## src/rtl/digit_scan_mux.sv

```systemverilog
// rtl/digit_scan_mux.sv - N-digit 7-segment scanner with prescaler, blanking and frame pulse
// Optional macro DIG_SCAN_GAP_EN inserts a one-cycle dark gap at every digit change.
module digit_scan_mux #(
    parameter int NUM_DIG  = 4,
    parameter int PRESCALE = 50000
) (
    input  logic                   clk,
    input  logic                   rst,
    input  logic                   en,
    input  logic [4*NUM_DIG-1:0]   data,
    input  logic [NUM_DIG-1:0]     dp,
    input  logic [NUM_DIG-1:0]     blank,
    output logic [NUM_DIG-1:0]     dig,
    output logic [6:0]             seg,
    output logic                   seg_dp,
    output logic                   frame_tick
);

    localparam int CNT_W = $clog2(PRESCALE);
    localparam int IDX_W = (NUM_DIG > 2) ? $clog2(NUM_DIG) : 1;
    localparam logic [CNT_W-1:0]   CNT_LAST = CNT_W'(PRESCALE - 1);
    localparam logic [IDX_W-1:0]   IDX_LAST = IDX_W'(NUM_DIG - 1);
    localparam logic [NUM_DIG-1:0] DIG_ONE  = NUM_DIG'(1);

    logic [CNT_W-1:0] cnt;
    logic [IDX_W-1:0] idx;
    logic             cnt_last;
    logic             idx_last;
    logic             lit;
    logic             show;
    logic [3:0]       nib;

    // Segment patterns, bit 6 = g down to bit 0 = a.
    function automatic logic [6:0] decode(input logic [3:0] n);
        case (n)
            4'h0:    decode = 7'b0111111;
            4'h1:    decode = 7'b0000110;
            4'h2:    decode = 7'b1011011;
            4'h3:    decode = 7'b1001111;
            4'h4:    decode = 7'b1100110;
            4'h5:    decode = 7'b1101101;
            4'h6:    decode = 7'b1111101;
            4'h7:    decode = 7'b0000111;
            4'h8:    decode = 7'b1111111;
            4'h9:    decode = 7'b1101111;
            4'hA:    decode = 7'b1110111;
            4'hB:    decode = 7'b1111100;
            4'hC:    decode = 7'b0111001;
            4'hD:    decode = 7'b1011110;
            4'hE:    decode = 7'b1111001;
            4'hF:    decode = 7'b1110001;
            default: decode = 7'b0000000;
        endcase
    endfunction

    always_comb begin
        cnt_last = (cnt == CNT_LAST);
        idx_last = (idx == IDX_LAST);
        nib      = data[{idx, 2'b00} +: 4];
`ifdef DIG_SCAN_GAP_EN
        // Last cycle of each slot stays dark so the old digit never bleeds into the next.
        lit      = en && !cnt_last;
`else
        lit      = en;
`endif
        show     = lit && !blank[idx];
    end

    always_ff @(posedge clk) begin
        if (rst) begin
            cnt        <= '0;
            idx        <= '0;
            dig        <= '0;
            seg        <= '0;
            seg_dp     <= 1'b0;
            frame_tick <= 1'b0;
        end else begin
            if (en) begin
                if (cnt_last) begin
                    cnt <= '0;
                    idx <= idx_last ? '0 : idx + IDX_W'(1);
                end else begin
                    cnt <= cnt + CNT_W'(1);
                end
            end
            dig        <= lit ? (DIG_ONE << idx) : '0;
            seg        <= show ? decode(nib) : '0;
            seg_dp     <= show && dp[idx];
            frame_tick <= en && idx_last && cnt_last;
        end
    end

endmodule

```

## config.mk

```make
export PLATFORM = sky130hd
export DESIGN_NAME = digit_scan_mux
export DESIGN_NICKNAME = d
export VERILOG_FILES = /design/src/rtl/digit_scan_mux.sv
export SDC_FILE = /design/constraint.sdc
export NUM_CORES = 1
export LEC_CHECK = 0
export ABC_AREA = 0
export CAP_MARGIN = 20
export CORE_MARGIN = 5
export CORE_UTILIZATION = 38
export DETAILED_ROUTE_END_ITERATION = 8
export MAX_ROUTING_LAYER = met4
export PLACE_DENSITY_LB_ADDON = 0.25
export SYNTH_ARGS = -nofsm -noshare
export SYNTH_HDL_FRONTEND = slang
export SYNTH_SLANG_ARGS = --single-unit
```

## constraint.sdc

```tcl
create_clock -name clk -period 1.9 [get_ports clk]
set_input_delay 0.19 -clock clk [delete_from_list [all_inputs] [get_ports clk]]
set_output_delay 0.19 -clock clk [all_outputs]
set_load 0.02 [all_outputs]
```

After elaboration in Yosys (flattened, before gate mapping)
Memory sizes are Yosys's and may differ from the RTL's. A register that Yosys moved wholly into a read port is not among the register bits.
Index checks and enable logic that the tools add are counted.

storage, ports and cells
  register bits after elaboration = 24
  bits in latches = 0
  bits in writable memories = 0
  memory bits (read-only) = 112
  input bits = 27
  output and inout bits = 13
  word-level logic and storage cells = 29
  memories = 1

cells by class
  add/subtract/negate cells = 2
  multipliers = 0
  div/mod/pow operators = 0
  order comparisons = 1
  eq/ne operators = 2
  shift operators = 2
  multiplexer cells = 6
  bitwise gates (word level) = 2
  reduce and logical (&&, ||, !) cells = 8

memory list
  name             depth  width  rd ports  clocked after Yosys merged registers in  wr ports  RTL line  text
  (no name shown)  16     7      1         1                                        0         35        case (n)

operators with widths
  cell                     number
  $add A16 B1 Y16 const B  1
  $eq A16 B16 Y1 const B   1
  $mux W16                 1
  $shiftx A16 B5 Y4        1
  $bmux W1 S2              2
  $logic_and A1 B1 Y1      4
  $reduce_or A2 Y1         2
  $shl A1 B2 Y4 const A    1
  $lt A2 B3 Y1 const B     1
  $add A2 B1 Y2 const B    1
  $eq A2 B2 Y1 const B     1
  $mux W1                  2
  $mux W2                  1
  $not A1 Y1               2
  $reduce_and A2 Y1        1
  $logic_not A1 Y1         1

Logic depth before layout (Yosys ltp)
  word-level depth = 6
  depth in mapped cells = 7
  depth with buffers taken out = 6

Worst setup path after synthesis
Ideal clock, no wire load.

  path kind = reg2reg
  start point = register idx[0]
  end point = register seg[3]
  arrival time = 1.995 ns
  required time = 1.835 ns
  slack = -0.160 ns
  cell stages (with the launch flop) = 8
  clock period less this slack = 2.060 ns
  cells stage by stage = dfxtp_1 -> buf_6 -> mux4_1 -> inv_1 -> ha_1 -> inv_1 -> mux4_2 -> nor2_1

between the ends
  word-level cells in the longest chain between the ends = 6
  elaborated cells on any way between the ends = 7
  those cells by class = shift (1); mux (2); bitwise (1); reduce/logical (3)

RTL lines
  item                               RTL line  text
  from (decl)                        26        logic [IDX_W-1:0] idx;
  from (signal assigned)             81        idx <= idx_last ? '0 : idx + IDX_W'(1);
  $bmux W1 S2                        66        show = lit && !blank[idx];
  $mux W1 (implied by the code)      66
  $logic_not A1 Y1                   66
  $logic_and A1 B1 Y1                66
  $not A1 Y1 (no source line)        -
  $reduce_or A2 Y1 (no source line)  -
  to (decl)                          14        output logic [6:0] seg,

Several ways; a longest one is shown, not always the timed one. The select of a mux whose other input is x is not followed.
A chain may end at the register's enable or synchronous reset.

Final worst setup path
  start point = register idx[0]
  end point = register seg[0]

Same word-level chain as after synthesis.

==> flow_summary.yaml <==
worst_setup_path:
  setup.worst_path.class: "reg2reg"
  worstPathRequired_ns: 2.12
  timing.rr.start: "idx[0]"
  cp.arrival_ns: 2.05
  start_kind: "flip-flop"
  endpoint_kind: "flip-flop"
  regToRegSetupSlack_ns: 0.07
  reg2reg_to: "seg[0]"
  crit_fanout: 4
  worst_r2r_path_depth: 5
place:
  dp.final_hpwl_mm: 3.06
  port_buffers: 39
  gp_congestion: 0.854
  place_area_um2: 2180
  post-place-ws_ns: -0.137
power:
  clockPowerShare_pct: 39.8
  p_comb_share_pct: 13.7
  p_switching_mw: 0.331
  irDropWorstVdd_uv: 419
  p_leak_nw: 0.888
  power_mw: 1.44
  p_int_mw: 1.11
  p_per_area_nw_per_um2: 625
  p_sw_share_pct: 23.0
  p_seq_share_pct: 46.4
cts:
  cts_sinks: 31
  cts_buffers: 5
  clock_path_buffers: 2
  cts_tree: "built"
  clk_latency_ns: 0.28
  clk_pin_slew_ns: 0.06
  clockRootBuffer: "clkbuf_8"
  ctsHoldBuffers: 0
  cts_htree_levels: 2
grt:
  gr-total-overflow: 0
  grt_use_total_pct: 15.7
  antenna_found_initial: 0
  grt_max_degree: 16
  first_global_vias: 1406
  grt_pass1_wl_mm: 6.47
floorplan:
  die_h_um: 75.0
  die-area_um2: 5620
  die_w_um: 75.0
  io-pin-count: 40
  core-area_um2: 4060
  row_count: 23
  initial_utilization_pct: 39.5
timing:
  finalCriticalPeriod_ns: 1.83
  relSlewSlack_pct: 78.4
  grt_setup_unrepaired: "no"
  finalSetupViolCount: 0
  holdWs_ns: 0.494
  worst_pin_slew_ns: 0.321
  fin_crit_sh_pct: 96.1
  setup_ws_ns: 0.0745
  hold_viol: 0
  slew_violations: 0
  fin_skew_ns: 0.00598
  fmax_mhz: 548
finish:
  layout-drive-gt1-share_pct: 20.9
  synthToLayoutAreaGrowth_pct: 43.6
  finalNetCount: 255
  nFillCells: 362
  final_core_util_pct: 56.8
  insertedDiodeCount: 0
  design_area_um2: 2300
routing:
  routedWlPerCell_um: 14.9
  vias: 1433
  firstDrtPassIters: 4
  routed_wl_mm: 4.01
  ant_nets: 0
  drc_errors: 0
  viasPerCell: 5.31
  drtIter0Drc: 87
min_path:
  holdCritPathClass: "reg2reg"
  holdPathEnd: "cnt[15]"
  min_path_cells: 2
  hold_start: "cnt[15]"
synthesis:
  yosysTopAreaCellShare_pct: 38.7
  synth-seq-cells: 31
  synthTopCellsByArea: "dfxtp_1 39%, ha_1 7.0%, mux4_2 5.6%"
  syn_avg_cell_area_um2: 10.2
  synth_seq_area_share_pct: 38.7
  synthCells: 158
  synthesis.area_um2: 1600
  yosys.area.top_type: "dfxtp_1"
  synthesis.nets: 194
  synth_common_cells: "31 x dfxtp_1, 22 x nor2_1, 9 x ha_1, 9 x nand2_1"
  synth_top_flop_cell: "dfxtp_1"
  synth.most_common_cell: "dfxtp_1"
  synth_edf_count: 0
  ys_warn_count: 0
  async_reset_ff_share_pct: 0
  synth_cell_types: 38
run:
  cap_violations: 0
run_status:
  status: "completed"
-- how the worst max path moves through the flow --
stage / end / startpoint
final: seg[0] / idx[0]
after global routing: seg[0] / idx[0]
after CTS: seg[0] / idx[0]
after detailed placement: seg[0] / data[8]
after global placement: seg[0] / data[12]
after floorplan: seg[3] / idx[0]
-- layout make-up --
type | instances | area (um2) | share of cell area, %
Multi-Input combinational cell | 113 | 922 | 40.0
Clock buffer | 8 | 100 | 4.35
Sequential cell | 31 | 624 | 27.1
Inverter | 7 | 26.3 | 1.14
Tap cell | 50 | 62.6 | 2.72
Timing Repair Buffer | 61 | 568 | 24.7
-- power groups by stage --
stage          Clock (mW)  Combinational, mW  Sequential, mW
6_report            0.574              0.198           0.669
5_1_grt             0.620              0.212           0.669
4_1_cts             0.583              0.194           0.670
3_5_place_dp            0              0.192           0.685
3_3_place_gp            0              0.187           0.684
2_1_floorplan           0             0.0757           0.693
-- critical path, stage by stage (launching register included) --
cell	delay, ns
dfxtp_4	0.37
mux4_2	0.56
ha_2	0.24
or3b_1	0.38
o221a_2	0.13
nor2_1	0.08
-- cells by family after synthesis --
logic type / after synthesis / synth area share (%)
and+or+nand+nor: 65 / 22.7
DFF: 31 / 38.7
AOI/OAI and AO/OA: 17 / 8.11
buffers and inverters: 14 / 4.52
xor gates and xnor gates: 12 / 6.55
muxes: 10 / 12.4
adders and majority gates: 9 / 7.02
-- metrics by stage --
| step | instances | setup TNS, ns |
|---|---|---|
| after CTS | 269 | 0 |
| after floorplan | 158 | -0.00494 |
| after global routing | 270 | 0 |
| after global placement | 261 | -0.153 |
| after detailed placement | 261 | -0.461 |
| final | 270 | 0 |
-- state kept, by name, indices dropped and copies added (netlist names) --
register	cells
seg	7
idx	2
cnt	16
dig	4
seg_dp	1
frame_tick	1
-- cell usage in the layout (no fill, tap or decap), types with 2 or more instances in the layout --
master / Yosys / layout
mux4_2: 4 / 5
inv_2: 0 / 2
clkbuf_8: 0 / 7
nand2_1: 9 / 9
nor4bb_1: 2 / 2
nor2b_1: 2 / 2
o21ai_0: 4 / 4
nand4_1: 2 / 2
and4_1: 2 / 2
and3_1: 2 / 2
inv_1: 7 / 5
nand2b_1: 3 / 3
xor2_1: 5 / 5
mux4_1: 3 / 2
dfxtp_1: 31 / 30
nor3_1: 2 / 2
clkdlybuf4s50_1: 0 / 39
or3_1: 4 / 4
a221oi_2: 3 / 3
mux2i_1: 3 / 3
nor2_1: 22 / 22
nor4_1: 2 / 2
xnor2_1: 7 / 7
nand3_1: 5 / 5
a21oi_1: 5 / 5
ha_1: 9 / 7
buf_4: 0 / 21
nor3b_1: 2 / 2
-- routing by layer --
metal / vias up / share of wire (%) / global-route usage, %
met5: - / 0 / -
met4: 0 / 2.8 / 7.71
met3: 13 / 8.7 / 4.01
met2: 59 / 48 / 26.6
met1: 672 / 40 / 17.0
li1: 689 / - / -
-- timing repair --
| item | CTS | global route |
|---|---|---|
| endpoints found under the setup margin | 0 | 4 |
| setup buffers | 0 | 1 |
| gates resized for setup | 0 | 2 |
Power figures use the tool's default switching activity.
